--- config.mk ---
export PLATFORM = sky130hd
export DESIGN_NAME = i2s_tx_2ch_flat
export DESIGN_NICKNAME = d
export VERILOG_FILES = /design/src/rtl/i2s_tx_2ch_if.sv /design/src/rtl/i2s_tx_2ch.sv /design/src/flat_wrapper.sv
export SDC_FILE = /design/constraint.sdc
export NUM_CORES = 1
export LEC_CHECK = 0
export ABC_CLOCK_PERIOD_IN_PS = 4600
export CAP_MARGIN = 20
export CORE_UTILIZATION = 45
export DETAILED_ROUTE_END_ITERATION = 7
export PLACE_DENSITY = 0.66
export SKIP_LAST_GASP = 1
export SLEW_MARGIN = 25
export SYNTH_ARGS = -nofsm -noshare
export SYNTH_HDL_FRONTEND = slang
export SYNTH_SLANG_ARGS = --single-unit
--- constraint.sdc ---
create_clock -name clk -period 4.6 [get_ports clk]
set_clock_uncertainty 0.2 [all_clocks]
set_input_delay 0.92 -clock clk [delete_from_list [all_inputs] [get_ports clk]]
set_output_delay 0.92 -clock clk [all_outputs]
set_load 0.02 [all_outputs]
--- src/rtl/i2s_tx_2ch_if.sv ---
// rtl/i2s_tx_2ch_if.sv - pop/ack handshake between the I2S transmitter and two resampler channels
interface i2s_tx_2ch_if;
  logic        pop_o;
  logic [23:0] data_l_i;
  logic        ack_l_i;
  logic [23:0] data_r_i;
  logic        ack_r_i;

  modport master (output pop_o, input data_l_i, ack_l_i, data_r_i, ack_r_i);
  modport slave  (input pop_o, output data_l_i, ack_l_i, data_r_i, ack_r_i);
endinterface

--- src/rtl/i2s_tx_2ch.sv ---
// rtl/i2s_tx_2ch.sv - stereo I2S transmitter with double-buffered samples and sticky underrun
module i2s_tx_2ch #(
  parameter int CLKDIV = 4
) (
  input  logic         clk,
  input  logic         rst_n,
  i2s_tx_2ch_if.master rs,
  output logic         bck_o,
  output logic         lrck_o,
  output logic         sd_o,
  output logic         underrun_o
);

  localparam int DW = (CLKDIV > 1) ? $clog2(CLKDIV) : 1;
  localparam logic [DW-1:0] DIV_LAST = DW'(CLKDIV - 1);

  logic [DW-1:0] r_div_cnt;
  logic          r_bck;
  logic [5:0]    r_bit_cnt;
  logic          r_lrck;
  logic          r_sd;
  logic          r_pop;
  logic          r_underrun;
  logic          r_primed;
  logic [23:0]   r_shadow_l;
  logic [23:0]   r_shadow_r;
  logic          r_valid_l;
  logic          r_valid_r;
  logic [23:0]   r_word_l;
  logic [23:0]   r_word_r;

  logic          w_div_last;
  logic          w_fall;
  logic          w_frame_start;
  logic [5:0]    w_bit_nxt;
  logic [4:0]    w_pos;
  logic [4:0]    w_idx;
  logic [23:0]   w_word_sel;
  logic          w_sd_nxt;

  assign w_div_last    = (r_div_cnt == DIV_LAST);
  assign w_fall        = w_div_last & r_bck;
  assign w_bit_nxt     = r_bit_cnt + 6'd1;
  assign w_frame_start = w_fall & (r_bit_cnt == 6'd63);
  assign w_pos         = w_bit_nxt[4:0];
  assign w_idx         = 5'd24 - w_pos;
  assign w_word_sel    = w_bit_nxt[5] ? r_word_r : r_word_l;
  // Slot bit 0 is the one-BCK I2S delay; bits 25..31 pad the 24-bit word
  assign w_sd_nxt      = (w_pos >= 5'd1 && w_pos <= 5'd24) ? w_word_sel[w_idx] : 1'b0;

  always_ff @(posedge clk or negedge rst_n) begin
    if (!rst_n) begin
      r_div_cnt  <= '0;
      r_bck      <= 1'b0;
      r_bit_cnt  <= 6'd63;
      r_lrck     <= 1'b1;
      r_sd       <= 1'b0;
      r_pop      <= 1'b0;
      r_underrun <= 1'b0;
      r_primed   <= 1'b0;
      r_word_l   <= '0;
      r_word_r   <= '0;
    end else begin
      r_pop <= w_frame_start;
      if (w_div_last) begin
        r_div_cnt <= '0;
        r_bck     <= ~r_bck;
      end else begin
        r_div_cnt <= r_div_cnt + DW'(1);
      end
      if (w_fall) begin
        r_bit_cnt <= w_bit_nxt;
        r_lrck    <= w_bit_nxt[5];
        r_sd      <= w_sd_nxt;
      end
      if (w_frame_start) begin
        r_word_l <= r_valid_l ? r_shadow_l : 24'd0;
        r_word_r <= r_valid_r ? r_shadow_r : 24'd0;
        r_primed <= 1'b1;
        if (r_primed && !(r_valid_l && r_valid_r)) begin
          r_underrun <= 1'b1;
        end
      end
    end
  end

  // An ack coinciding with frame start wins over the clear, so its data goes to the next frame
  always_ff @(posedge clk or negedge rst_n) begin
    if (!rst_n) begin
      r_shadow_l <= '0;
      r_shadow_r <= '0;
      r_valid_l  <= 1'b0;
      r_valid_r  <= 1'b0;
    end else begin
      if (rs.ack_l_i) begin
        r_shadow_l <= rs.data_l_i;
        r_valid_l  <= 1'b1;
      end else if (w_frame_start) begin
        r_valid_l  <= 1'b0;
      end
      if (rs.ack_r_i) begin
        r_shadow_r <= rs.data_r_i;
        r_valid_r  <= 1'b1;
      end else if (w_frame_start) begin
        r_valid_r  <= 1'b0;
      end
    end
  end

  assign rs.pop_o   = r_pop;
  assign bck_o      = r_bck;
  assign lrck_o     = r_lrck;
  assign sd_o       = r_sd;
  assign underrun_o = r_underrun;

endmodule
--- src/flat_wrapper.sv ---
// flat-port wrapper written by rule: the top's interface ports become plain ports
module i2s_tx_2ch_flat 
#(
  parameter int CLKDIV = 4
)
  (clk, rst_n, bck_o, lrck_o, sd_o, underrun_o, rs_pop_o, rs_data_l_i, rs_ack_l_i, rs_data_r_i, rs_ack_r_i);
  i2s_tx_2ch_if rs_i ();
  input  logic clk;
  input  logic rst_n;
  output logic bck_o;
  output logic lrck_o;
  output logic sd_o;
  output logic underrun_o;
  output wire logic [$bits(rs_i.pop_o)-1:0] rs_pop_o;
  input wire logic [$bits(rs_i.data_l_i)-1:0] rs_data_l_i;
  input wire logic [$bits(rs_i.ack_l_i)-1:0] rs_ack_l_i;
  input wire logic [$bits(rs_i.data_r_i)-1:0] rs_data_r_i;
  input wire logic [$bits(rs_i.ack_r_i)-1:0] rs_ack_r_i;
  assign rs_pop_o = rs_i.pop_o;
  assign rs_i.data_l_i = rs_data_l_i;
  assign rs_i.ack_l_i = rs_ack_l_i;
  assign rs_i.data_r_i = rs_data_r_i;
  assign rs_i.ack_r_i = rs_ack_r_i;
  i2s_tx_2ch #(.CLKDIV(CLKDIV)) u_core (.clk(clk), .rst_n(rst_n), .rs(rs_i), .bck_o(bck_o), .lrck_o(lrck_o), .sd_o(sd_o), .underrun_o(underrun_o));
endmodule
## Word level (Yosys, flattened, before mapping)

Index checks and enable logic that the tools add are counted.

- Flip-flop bits (word level): 112
- Latch bits: 0
- RAM bits: 0
- ROM bits: 0
- Input port bits: 52
- Output and inout port bits: 5
- Word-level logic and storage cells: 42
- Memories kept: 0

- Add/subtract/negate cells: 3
- Multiply operators: 0
- Div/mod/pow operators: 0
- Order comparisons: 3
- Equal/unequal tests: 2
- Shift-type cells: 0
- Multiplexer cells: 10
- Bitwise operators: 3
- Reductions and logical operators: 7

Operator list:

| kind | number |
|---|---|
| 24-bit two-way mux | 3 |
| 6-bit by 1-bit adder with 6-bit output, second input constant | 1 |
| 6-bit equality test, second input constant | 1 |
| 5-bit by 6-bit < comparator with 1-bit output, second input constant | 1 |
| 1-bit binary-select mux with 5-bit select | 1 |
| 5-bit by 1-bit >= comparator with 1-bit output, second input constant | 1 |
| 5-bit less-or-equal comparator, second input constant | 1 |
| 1-bit two-way mux | 5 |
| 5-bit subtractor, first input constant | 1 |
| 2-bit nonzero test | 2 |
| 1-bit logical AND | 3 |
| 2-bit by 1-bit adder with 2-bit output, second input constant | 1 |
| 1-bit AND | 2 |
| 2-bit equality test, second input constant | 1 |
| 2-bit two-way mux | 1 |
| 2-bit AND reduction | 1 |
| 1-bit logical NOT | 1 |
| 1-bit inverter | 1 |

## Longest topological paths before layout

- Depth in word-level cells: 5
- Mapped depth: 9
- Mapped depth without buffers: 7

## Worst setup path before layout

OpenSTA, ideal clock, no wires.

- Path kind: register to register
- From: register u_core.r_bit_cnt[3]
- To: register u_core.r_sd, in the netlist u_core.sd_o
- Library setup time: 0.122 ns
- Arrival: 2.322 ns
- Required time: 4.278 ns
- Slack: 1.957 ns
- Stages on the path, launching flop included: 9
- Path buffers: 1
- Period minus slack after synthesis: 2.643 ns
- Cell sequence: dfstp_2 ha_1 and4_4 buf_6 mux2_2 o31ai_1 a2111oi_1 o41a_1 a32o_1

- Word-level cells in the longest chain between the ends: 5
- Elaborated cells between the ends (all ways): 9
- Classes of those cells: 2 x add/sub; 2 x order compare; 4 x mux; 1 x reduce/logical

Ends and longest elaborated chain:

| item | RTL line | text |
|---|---|---|
| start, declared | i2s_tx_2ch.sv:19 | `logic [5:0] r_bit_cnt;` |
| start signal, assigned | i2s_tx_2ch.sv:72 | `r_bit_cnt <= w_bit_nxt;` |
| 6-bit by 1-bit adder with 6-bit output (*) | i2s_tx_2ch.sv:43 | `assign w_bit_nxt = r_bit_cnt + 6'd1;` |
| 5-bit subtractor / 24-bit two-way mux (equally long branches) | i2s_tx_2ch.sv:46, i2s_tx_2ch.sv:47 |  |
| 1-bit binary-select mux with 5-bit select | i2s_tx_2ch.sv:49 | `assign w_sd_nxt = (w_pos >= 5'd1 && w_pos <= 5'd24) ? w_word_sel[w_idx] : 1'b0;` |
| 1-bit two-way mux (implied by the code) | i2s_tx_2ch.sv:49 |  |
| 1-bit two-way mux (*) | i2s_tx_2ch.sv:49 |  |
| end signal, assigned | i2s_tx_2ch.sv:74 | `r_sd <= w_sd_nxt;` |
| end, declared | i2s_tx_2ch.sv:21 | `logic r_sd;` |

Every way passes the cells marked *; elsewhere a longest branch is shown, timed or not. The select of a mux whose other input is x is not followed.
A chain may end at the register's enable or synchronous reset.

## Worst setup path after layout

- From: register u_core.r_bit_cnt[0]
- To: register u_core.r_sd, in the netlist u_core.sd_o

- Word-level cells in the longest chain between the ends: 5
- Elaborated cells between the ends (all ways): 9
- Classes of those cells: 2 x add/sub; 2 x order compare; 4 x mux; 1 x reduce/logical

Ends and longest elaborated chain:

| item | RTL line | text |
|---|---|---|
| 6-bit by 1-bit adder with 6-bit output (*) | i2s_tx_2ch.sv:43 |  |
| named net u_core.w_bit_nxt[1] | i2s_tx_2ch.sv:35 | `logic [5:0] w_bit_nxt;` |
| 5-bit subtractor | i2s_tx_2ch.sv:46 | `assign w_idx = 5'd24 - w_pos;` |
| 1-bit binary-select mux with 5-bit select | i2s_tx_2ch.sv:49 |  |
| 1-bit two-way mux (implied by the code) | i2s_tx_2ch.sv:49 |  |
| 1-bit two-way mux (*) | i2s_tx_2ch.sv:49 |  |

The timed path passes the listed nets; every way through them passes the cells marked *. The select of a mux whose other input is x is not followed.

==> summary.md <==
The clock net in this run drives a total of 111 sinks. The via count of the first global-routing pass was 3361; the flop-to-flop setup slack was 1.43 ns. The number of storage elements in the synthesis netlist is 111, and the final cycle utilization of the critical path is 68.9%. The average footprint of a synthesized cell is 11.0 µm². The run gives 505 as the synthesized net count.

The number of gates resized after cts came out at 0. The initial antenna violation count was 0; the shortest clock period the worst path allows after layout was 3.17 ns. The total grt overflow was 0; the cell count of the worst hold path was 1. The most critical setup path has its endpoint at u_core.sd_o$_DFFE_PN0P_. For the worst-skew pair, the clock arrives at the later sink with an insertion delay of 0.39 ns. The port buffer count was 56.

After detailed routing, the total wire length is 10400 µm. The floorplan row count is 37. The reg-to-reg critical path endpoint is u_core.sd_o$_DFFE_PN0P_. The number of failing hold endpoints at the final stage was 0; the number of flops mapped to enable cells by yosys was 0. The congestion estimate from routability-driven global placement came to 0.913.

In this run the standard cell core region covers 0.0105 mm². The number of fill cells is 978. Buffers inserted to repair hold after CTS numbered 0. STA classifies the critical path endpoint as a flop. STA puts the critical path data arrival time at 3.25 ns.

TritonCTS built the clock tree. The first-pass GRT wire length was 17200 µm; the number of iterations in the first detailed-routing pass was 4. The number of warning messages in the yosys log is 0. Setup repair after global routing left no endpoint under its margin. The overall routing resource usage is 20.1%. For this block, the initial DRC count from the detailed router was 126.

Synthesis handed over a netlist of 450 instances. The startpoint identified for the worst register-to-register timing path is u_core.r_bit_cnt[0]$_DFFE_PN1P_. Across the run, the number of max-cap violations was 0.

For this run, the post-layout net count is 544. The most common cell in the netlist is sky130_fd_sc_hd__nand2_1. Measured in cells, the most critical reg-to-reg path has a length of 7.

Buffers inserted during clock tree synthesis total 9. The netlist uses 52 different library cells. Power spread over the standard cell area amounts to 310 mW/mm². After clock tree synthesis, the clock-pin slew on the worst setup and hold paths is 0.10 ns. The critical path is of the flop to flop type. The most used flip-flop cell after synthesis was sky130_fd_sc_hd__dfrtp_1. The number of setup buffers added after CTS is 0. The startpoint type of the worst setup path was a flop.

Once detail routing completed, the nets flagged for antenna violations numbered 0. For the critical path required time, the log shows 4.68 ns. The logs give 47.2% for the effective utilization at floorplan and 0.00494 mm² for the mapped cell area.

Path type of the worst min-delay path: flop to flop. In this run the worst setup path begins at u_core.r_bit_cnt[0]$_DFFE_PN1P_. The routed layout has 3339 vias.

The pin count of the biggest net entering global routing is 68, and the number of pins with negative max-slew slack in the final report is 0. The slew of the pin with the lowest slew margin came out at 0.855 ns. Adding up every negative setup slack in the final design gives 0 ns. Of the synthesized area, sequential elements account for 56.4%. The number of design rule violations left after detail routing was 0; the die outline width was 107 µm.

Leaving out filler cells and counting taps, the final layout contains 630. The run finished with clean final reports. The commonest cells after synthesis are sky130_fd_sc_hd__nand2_1, sky130_fd_sc_hd__dfrtp_1, sky130_fd_sc_hd__nand3_1, sky130_fd_sc_hd__mux2_2, sky130_fd_sc_hd__clkbuf_1. The cell type with the largest total area after synthesis is sky130_fd_sc_hd__dfrtp_1. The highest fanout seen on the critical path is 20, and the top achievable clock speed is 315 MHz.

The number of buffers on the longest clock path is 2. The final total power was 1.78 mW; the total number of H-tree levels was 3. After synthesis, the share of flip-flops with an asynchronous set or reset is 100%.

The die extent in y was 107 µm. Compared with the post-synthesis result, the final layout area differs by 16.3%. The post-route netlist has 18.4% of its cells at a drive strength greater than 1. The share of synthesized area in the top cell type comes to 53.2%. The routed wire length per instance is 16.5 µm, and the leakage power is 2.67 nW.

Setup violations remaining at the end of the flow were counted as 0. Sorting the synthesized cells by area gives the leading types as sky130_fd_sc_hd__dfrtp_1, sky130_fd_sc_hd__mux2_2, sky130_fd_sc_hd__nand2_1. The floorplan die area was 0.0114 mm². The tree is rooted in a sky130_fd_sc_hd__clkbuf_8.

IR analysis of the VDD net gives a maximum drop of 262 µV. The number of top-level design ports is 57, and the worst slew slack as a fraction of its limit is 43.0%. In the routed layout, each cell is associated on average with a via count of 5.30.

The placed cell count came out at 614. The repair_antennas step left the layout with diodes totalling 0. For the detailed placement HPWL, the log shows 7340 µm.
==> power by group <==
group          leakage [nW]  switching (mW)  total [mW]  internal [mW]
Clock                 0.108           0.348       0.625          0.277
Sequential             1.41          0.0231        1.04           1.02
Combinational          1.16          0.0408       0.115         0.0745
==> metal layers <==
layer | up-vias | GRT usage (%) | wire (µm)
met2 | 50 | 31.8 | 5060
met3 | 6 | 5.90 | 370
met1 | 1659 | 26.9 | 4850
li1 | 1624 | - | -
met4 | 0 | 5.87 | 106
met5 | - | 0 | 0
==> critical path, cell delays in order, from the launching register on <==
cell	delay (ns)
sky130_fd_sc_hd__dfstp_2	0.76
sky130_fd_sc_hd__ha_1	0.58
sky130_fd_sc_hd__nand2_1	0.25
sky130_fd_sc_hd__or4_1	0.44
sky130_fd_sc_hd__o31ai_1	0.08
sky130_fd_sc_hd__a2111oi_1	0.08
sky130_fd_sc_hd__o41a_1	0.41
sky130_fd_sc_hd__a32o_1	0.25
==> metrics by stage <==
stage                     utilization (%)  hold slack (ns)  instance area, µm²  worst slack (ns)
after floorplan                         -            0.203                4940              1.96
after global placement               53.0            0.216                5540              1.50
after detailed placement             53.0            0.247                5540              1.48
after CTS                            55.0            0.262                5750              1.46
after global routing                 54.9            0.274                5740              1.26
final                                54.9            0.252                5740              1.43
==> area by class of cell <==
| type | instances | area [µm²] | area share (%) |
|---|---|---|---|
| clock buffer | 10 | 138 | 2.40 |
| clock inverter | 6 | 76.3 | 1.33 |
| inverter | 6 | 22.5 | 0.392 |
| multi-input combinational | 301 | 1970 | 34.4 |
| sequential | 111 | 2790 | 48.5 |
| tap | 136 | 170 | 2.96 |
| timing repair buffer | 60 | 578 | 10.1 |
==> how the worst min path moves through the flow <==
stage / from / end / slack (ns)
global route: u_core.r_div_cnt[0]$_DFF_PN0_ / u_core.r_div_cnt[0]$_DFF_PN0_ / 0.27
global placement: u_core.r_div_cnt[0]$_DFF_PN0_ / u_core.r_div_cnt[0]$_DFF_PN0_ / 0.22
detailed placement: u_core.r_div_cnt[0]$_DFF_PN0_ / u_core.r_div_cnt[0]$_DFF_PN0_ / 0.25
CTS: u_core.r_div_cnt[0]$_DFF_PN0_ / u_core.r_div_cnt[0]$_DFF_PN0_ / 0.26
finish: u_core.r_div_cnt[0]$_DFF_PN0_ / u_core.r_div_cnt[0]$_DFF_PN0_ / 0.25
floorplan: u_core.r_div_cnt[0]$_DFF_PN0_ / u_core.r_div_cnt[0]$_DFF_PN0_ / 0.20
==> cell families (layout without fill, tap and decap cells) <==
logic type	after synthesis	in the layout	share of synthesized area, %
and+or+nand+nor	192	192	17.1
DFF	111	111	56.4
muxes	61	61	14.2
buffers and inverters	38	82	3.65
AOI/OAI and AO/OA	36	36	5.78
xor gates and xnor gates	9	9	2.13
adders and majority gates	3	3	0.760
==> state kept, by name (all words and copies together) (netlist names) <==
signal and count:
u_core.r_shadow_l 24, u_core.r_shadow_r 24, u_core.r_word_l 24, u_core.r_word_r 24, u_core.r_bit_cnt 5, u_core.r_div_cnt 2
u_core.bck_o 1, u_core.lrck_o 1, u_core.r_primed 1, u_core.r_valid_l 1, u_core.r_valid_r 1, u_core.rs.pop_o 1
u_core.sd_o 1, u_core.underrun_o 1
==> cells in the final DEF, fill, tap and decap left out, types with 3 or more instances in the layout <==
cell type / n
sky130_fd_sc_hd__clkdlybuf4s50_1: 53
sky130_fd_sc_hd__mux2_2: 51
sky130_fd_sc_hd__a31oi_1: 4
sky130_fd_sc_hd__nand3_1: 55
sky130_fd_sc_hd__nand2_1: 110
sky130_fd_sc_hd__nor3_1: 3
sky130_fd_sc_hd__nor2_1: 9
sky130_fd_sc_hd__dfrtp_1: 105
sky130_fd_sc_hd__o21ai_0: 5
sky130_fd_sc_hd__inv_1: 4
sky130_fd_sc_hd__xor2_1: 3
sky130_fd_sc_hd__clkbuf_8: 10
sky130_fd_sc_hd__a2111oi_0: 3
sky130_fd_sc_hd__inv_8: 3
sky130_fd_sc_hd__mux2i_1: 5
sky130_fd_sc_hd__dfstp_2: 6
sky130_fd_sc_hd__o32ai_1: 3
sky130_fd_sc_hd__o31ai_1: 3
sky130_fd_sc_hd__mux2_1: 3
sky130_fd_sc_hd__xnor2_1: 4
sky130_fd_sc_hd__buf_4: 5
sky130_fd_sc_hd__nor2b_1: 3
sky130_fd_sc_hd__ha_1: 3
Power figures use the tool's default switching activity.
